===== config.mk =====
export PLATFORM = sky130hd
export DESIGN_NAME = crc32_sequencer
export DESIGN_NICKNAME = d
export VERILOG_FILES = /design/src/rtl/crc32_sequencer.sv
export SDC_FILE = /design/constraint.sdc
export NUM_CORES = 1
export LEC_CHECK = 0
export BUFFER_PORTS_ARGS = -buffer_cell sky130_fd_sc_hd__buf_2
export CELL_PAD_IN_SITES_DETAIL_PLACEMENT = 1
export CELL_PAD_IN_SITES_GLOBAL_PLACEMENT = 1
export CORE_MARGIN = 4
export CORE_UTILIZATION = 42
export DETAILED_ROUTE_END_ITERATION = 7
export PLACE_DENSITY = 0.83
export SYNTH_ARGS = -nofsm -noshare
export SYNTH_HDL_FRONTEND = slang
export SYNTH_SLANG_ARGS = --single-unit

===== constraint.sdc =====
create_clock -name CLK -period 3.6 [get_ports CLK]
set_input_delay 0.9 -clock CLK [delete_from_list [all_inputs] [get_ports CLK]]
set_output_delay 0.9 -clock CLK [all_outputs]
set_load 0.03 [all_outputs]

===== src/rtl/crc32_sequencer.sv =====
// ---------------------------------------------------------------------------
// crc32_sequencer
//
// Execute-stage controller for the CRC32 RISC-MGMT extension. It accepts a
// decoded clear (reset) and start (new_byte) request with a 32-bit source
// word, then folds 1-4 bytes of that word into a running reflected CRC-32
// state, BITS_PER_CYCLE bits per clock. The running state persists across
// operations so multi-word messages can be chained.
//
// Parameters:
//   BITS_PER_CYCLE  CRC bits folded per clock (1, 2, 4 or 8)
//
// Ports:
//   CLK         clock
//   nRST        synchronous active-low reset
//   clear_i     reinitialize CRC state; aborts an in-flight operation
//   start_i     begin processing data_i (accepted in IDLE or DONE)
//   data_i      source word, byte 0 = data_i[7:0] processed first, LSB-first
//   nbytes_i    bytes to process (0-4, values 5-7 clamp to 4)
//   poly_sel_i  (CRC32_POLY_SEL_EN only) 1 selects CRC-32C polynomial
//   busy_o      high while bytes are in flight
//   done_o      one-cycle completion pulse
//   crc_o       finalized CRC (~state)
//
// Optional feature macro: CRC32_POLY_SEL_EN
//   Defined   -> adds poly_sel_i, sampled at start acceptance.
//   Undefined -> polynomial fixed at 0xEDB88320.
// ---------------------------------------------------------------------------
module crc32_sequencer #(
  parameter int unsigned BITS_PER_CYCLE = 1
) (
  input  logic        CLK,
  input  logic        nRST,
  input  logic        clear_i,
  input  logic        start_i,
  input  logic [31:0] data_i,
  input  logic [2:0]  nbytes_i,
`ifdef CRC32_POLY_SEL_EN
  input  logic        poly_sel_i,
`endif
  output logic        busy_o,
  output logic        done_o,
  output logic [31:0] crc_o
);

  localparam int unsigned CRC_W   = 32;
  localparam int unsigned CNT_W   = 6;
  localparam int unsigned NB_W    = 3;
  localparam int unsigned SHIFT   = $clog2(BITS_PER_CYCLE);

  localparam logic [CRC_W-1:0] CRC_INIT   = 32'hFFFF_FFFF;
  localparam logic [CRC_W-1:0] POLY_CRC32 = 32'hEDB8_8320;
`ifdef CRC32_POLY_SEL_EN
  localparam logic [CRC_W-1:0] POLY_CRC32C = 32'h82F6_3B78;
`endif

  // Reject unsupported fold widths at elaboration.
  if (BITS_PER_CYCLE != 1 && BITS_PER_CYCLE != 2 &&
      BITS_PER_CYCLE != 4 && BITS_PER_CYCLE != 8) begin : g_bad_bits_per_cycle
    $error("crc32_sequencer: BITS_PER_CYCLE must be 1, 2, 4 or 8");
  end

  typedef enum logic [1:0] {
    S_IDLE = 2'd0,
    S_RUN  = 2'd1,
    S_DONE = 2'd2
  } state_t;

  state_t             state_q, state_d;
  logic [CRC_W-1:0]   crc_q,   crc_d;
  logic [CRC_W-1:0]   data_q,  data_d;
  logic [CNT_W-1:0]   cnt_q,   cnt_d;
  logic               busy_q;
  logic               done_q;
  logic [CRC_W-1:0]   poly;
  logic [NB_W-1:0]    nb_clamp;
  logic [CNT_W-1:0]   run_cycles;

`ifdef CRC32_POLY_SEL_EN
  logic               sel_q, sel_d;
`endif

  // Chain BITS_PER_CYCLE single-bit fold steps, consuming data LSB-first.
  function automatic logic [CRC_W-1:0] fold(input logic [CRC_W-1:0] st,
                                            input logic [CRC_W-1:0] bits,
                                            input logic [CRC_W-1:0] p);
    logic [CRC_W-1:0] s;
    logic [CRC_W-1:0] b;
    s = st;
    b = bits;
    for (int unsigned i = 0; i < BITS_PER_CYCLE; i++) begin
      if (s[0] ^ b[0]) begin
        s = (s >> 1) ^ p;
      end else begin
        s = s >> 1;
      end
      b = b >> 1;
    end
    return s;
  endfunction

  // Polynomial for the current operation.
`ifdef CRC32_POLY_SEL_EN
  assign poly = sel_q ? POLY_CRC32C : POLY_CRC32;
`else
  assign poly = POLY_CRC32;
`endif

  // Byte count clamp and RUN length (nbytes*8/BITS_PER_CYCLE).
  assign nb_clamp   = (nbytes_i > 3'd4) ? 3'd4 : nbytes_i;
  assign run_cycles = CNT_W'({nb_clamp, 3'b000}) >> SHIFT;

  // Next-state and datapath update.
  always_comb begin
    state_d = state_q;
    crc_d   = crc_q;
    data_d  = data_q;
    cnt_d   = cnt_q;
`ifdef CRC32_POLY_SEL_EN
    sel_d   = sel_q;
`endif

    case (state_q)
      // DONE accepts a new request exactly like IDLE (back-to-back ops).
      S_IDLE, S_DONE: begin
        state_d = S_IDLE;
        if (clear_i) begin
          crc_d = CRC_INIT;
        end
        if (start_i) begin
          data_d  = data_i;
          cnt_d   = run_cycles;
`ifdef CRC32_POLY_SEL_EN
          sel_d   = poly_sel_i;
`endif
          state_d = (run_cycles == '0) ? S_DONE : S_RUN;
        end
      end

      S_RUN: begin
        if (clear_i) begin
          // Abort: no done pulse.
          crc_d   = CRC_INIT;
          state_d = S_IDLE;
        end else begin
          crc_d  = fold(crc_q, data_q, poly);
          data_d = data_q >> BITS_PER_CYCLE;
          if (cnt_q == CNT_W'(1)) begin
            state_d = S_DONE;
          end else begin
            cnt_d = cnt_q - CNT_W'(1);
          end
        end
      end

      default: begin
        state_d = S_IDLE;
      end
    endcase
  end

  // State and datapath registers; busy/done decoded from next state.
  always_ff @(posedge CLK) begin
    if (!nRST) begin
      state_q <= S_IDLE;
      crc_q   <= CRC_INIT;
      data_q  <= '0;
      cnt_q   <= '0;
      busy_q  <= 1'b0;
      done_q  <= 1'b0;
`ifdef CRC32_POLY_SEL_EN
      sel_q   <= 1'b0;
`endif
    end else begin
      state_q <= state_d;
      crc_q   <= crc_d;
      data_q  <= data_d;
      cnt_q   <= cnt_d;
      busy_q  <= (state_d == S_RUN);
      done_q  <= (state_d == S_DONE);
`ifdef CRC32_POLY_SEL_EN
      sel_q   <= sel_d;
`endif
    end
  end

  assign busy_o = busy_q;
  assign done_o = done_q;
  assign crc_o  = ~crc_q;

endmodule


==> flow_summary.ini <==
[synthesis]
ys_ff_latch = 74
synth_cell_type_count = 36
ys_warn_count = 0
synth_fp_nets = 441
synth_edf_count = 0
ys_async_sr_fraction = 0
ys_seq_area_frac = 0.459
syn_area_per_cell_um2 = 8.07
syn_inst = 400
ys.flop_type = dfxtp_1
syn_area_mm2 = 0.00323

[detailed_routing]
dr.pass1.iters = 4
vias_per_cell = 5.16
drc_errors = 0
wl_per_cell_um = 14.0
vias = 2901
drt_iter0_drc = 111
wirelength_um = 7850
ant_nets = 0

[setup_path]
regToRegSetupSlack_ns = 1.56
slowest_stage = nand2_4
regToRegStartpoint = state_q[0]
cp_max_fo = 62
critical_path.endpoint_type = register
reg2reg_depth = 4
crit_chain = buf_2, or3b_1, nand2_4, nor2_1, a311oi_1
startpoint_type = primary input
cpPeakStageDelay_ns = 0.50
critPathArrivalTime_ns = 2.46
cp.required_ns = 3.83
reg2reg_to = data_q[1]
path_class = primary input to register

[sta]
rsz0062_at_grt = no
fin_crit_ns = 2.23
tns_ns = 0
tightest_slew_ns = 1.12
finalSetupViolations = 0
max_freq_mhz = 448
finalHoldViolations = 0
relSlewSlack = 0.253
drv_slew = 0
skew_ns = 0.00696
finalCritPeriodShare = 0.620

[final_layout]
drive_gt1_frac = 0.216
fillers = 935
final_cell_area_mm2 = 0.00384
num_antenna_cells = 0
layout.nets = 499
final_cells = 562
synthToLayoutAreaGrowth_pct = 18.8

[power]
power_density_mw_per_mm2 = 511
p_total_mw = 1.96
p_leak_nw = 1.88
ir_worst_vdd_mv = 0.200

[floorplanning]
dieHeight_um = 95.7
core_mm2 = 0.00737
pin_count = 73
start_util = 0.438
rows = 31
die_w_um = 95.7
die-area_mm2 = 0.00916

[place]
dp_hpwl_um = 5130
placed_area_mm2 = 0.00360
dp.cells = 546
place.gp.congestion = 0.751
io_buffers = 72

[global_routing]
grt_max_degree = 63
grt_pass1_wl_um = 12900
grt_overflow = 0
antenna_found_initial = 0
grt_use_total = 0.177
grt_pass1_vias = 2866

[clock_tree]
path_clk_slew_ns = 0.08
cts_made_buffers = 9
insertion_delay_ns = 0.35
cts_sinks = 74
clockRootBuffer = clkbuf_8
clk_path_buf_depth = 2
post_cts_resized = 0
cts_tree = yes
cts-hold-fix-buffers = 0
cts_setup_buffers = 0
h-tree-depth = 3

[worst_hold_path]
hp-class = register to register
whs_path_depth = 2
min_to = data_q[23]
hp-start = data_q[24]

[flow_run]
maxCapViolCount = 0

[status]
status = finished, final reports clean
[cell usage after synthesis, types with 2 or more instances]
cell type / count / area share
o22ai_1: 32 / 0.062
dfxtp_1: 74 / 0.46
inv_1: 39 / 0.045
a311oi_2: 4 / 0.019
o21ai_0: 3 / 0.0046
buf_2: 6 / 0.0093
a21oi_1: 7 / 0.011
nor3_1: 2 / 0.0031
buf_6: 5 / 0.017
nor2_1: 41 / 0.048
ha_1: 2 / 0.0077
nand2_1: 99 / 0.12
xnor2_1: 14 / 0.038
clkbuf_1: 18 / 0.021
a31oi_1: 2 / 0.0039
nor2b_1: 4 / 0.0077
nand3_1: 2 / 0.0031
a311oi_1: 28 / 0.076
[power by group]
part	switching, mW	internal, mW	total [mW]
clock	0.309	0.460	0.769
sequential	0.0350	0.871	0.906
combinational	0.178	0.106	0.284
total	0.522	1.44	1.96
[stage by stage]
| stage | setup slack, ns | util | hold WS, ns |
|---|---|---|---|
| finish | 1.37 | 0.521 | 0.478 |
| floorplan | 1.55 | - | 0.455 |
| global route | 1.28 | 0.521 | 0.499 |
| global placement | 1.19 | 0.489 | 0.462 |
| CTS | 1.39 | 0.521 | 0.476 |
| detailed placement | 1.12 | 0.489 | 0.473 |
[routing by layer]
metal / part of all wire / global-route usage / routed length (µm) / vias to the layer above
li1: - / - / - / 1460
met1: 0.46 / 0.213 / 3640 / 1384
met2: 0.48 / 0.306 / 3800 / 47
met3: 0.035 / 0.0347 / 278 / 10
met4: 0.016 / 0.0770 / 126 / 0
met5: 0 / 0 / 0 / -
[worst max path at each step]
stage,from,to,slack (ns),cells after the start
floorplan,clear_i,cnt_q[2],1.55,6
global placement,clear_i,data_q[16],1.19,5
detailed placement,clear_i,data_q[1],1.12,5
CTS,clear_i,data_q[1],1.39,5
global route,clear_i,data_q[1],1.28,5
finish,clear_i,data_q[1],1.37,5
[cells in the final DEF (no fill, tap or decap), types with 2 or more instances in the layout]
master     Yosys  layout
a21oi_1        7       7
a311oi_1      28      28
a311oi_2       4       4
a31oi_1        2       2
buf_2          6      72
buf_4          1       5
bufinv_16      0       3
clkbuf_1      18       2
clkbuf_8       0       9
dfxtp_1       74      74
ha_1           2       2
inv_1         39      39
nand2_1       99      99
nand3_1        2       2
nor2_1        41      41
nor2b_1        4       3
nor3_1         2       2
o21ai_0        3       3
o22ai_1       32      32
xnor2_1       14      13
[critical path: cells and delay by family]
family | cells | cell delay [ns]
buffers and inverters | 1 | 0.11
AO/OA/AOI/OAI | 1 | 0.34
AND/OR/NAND/NOR | 3 | 1.07
[cell type report]
cell class / instances / area, µm² / share of cell area
sequential: 74 / 1480 / 0.386
multi-input combinational: 257 / 1450 / 0.379
timing repair buffer: 77 / 398 / 0.104
inverter: 39 / 146 / 0.0381
clock buffer: 11 / 131 / 0.0342
tap: 99 / 124 / 0.0323
clock inverter: 5 / 103 / 0.0267
[state kept, by name, summed over array words and instances (netlist names)]
name / count
done_o: 1
data_q: 32
cnt_q: 6
state_q: 2
crc_q: 32
busy_o: 1
[cells by family after synthesis]
kind of cell,Yosys count,share of synthesized area
AO/OA/AOI/OAI,83,0.199
XOR/XNOR,15,0.0407
adder cells (fa/ha/maj),2,0.00775
buffers and inverters,69,0.0953
flip-flops,74,0.459
multiplexers,1,0.00310
AND/OR/NAND/NOR,156,0.196
No activity file was read; power rests on OpenSTA's default activity.
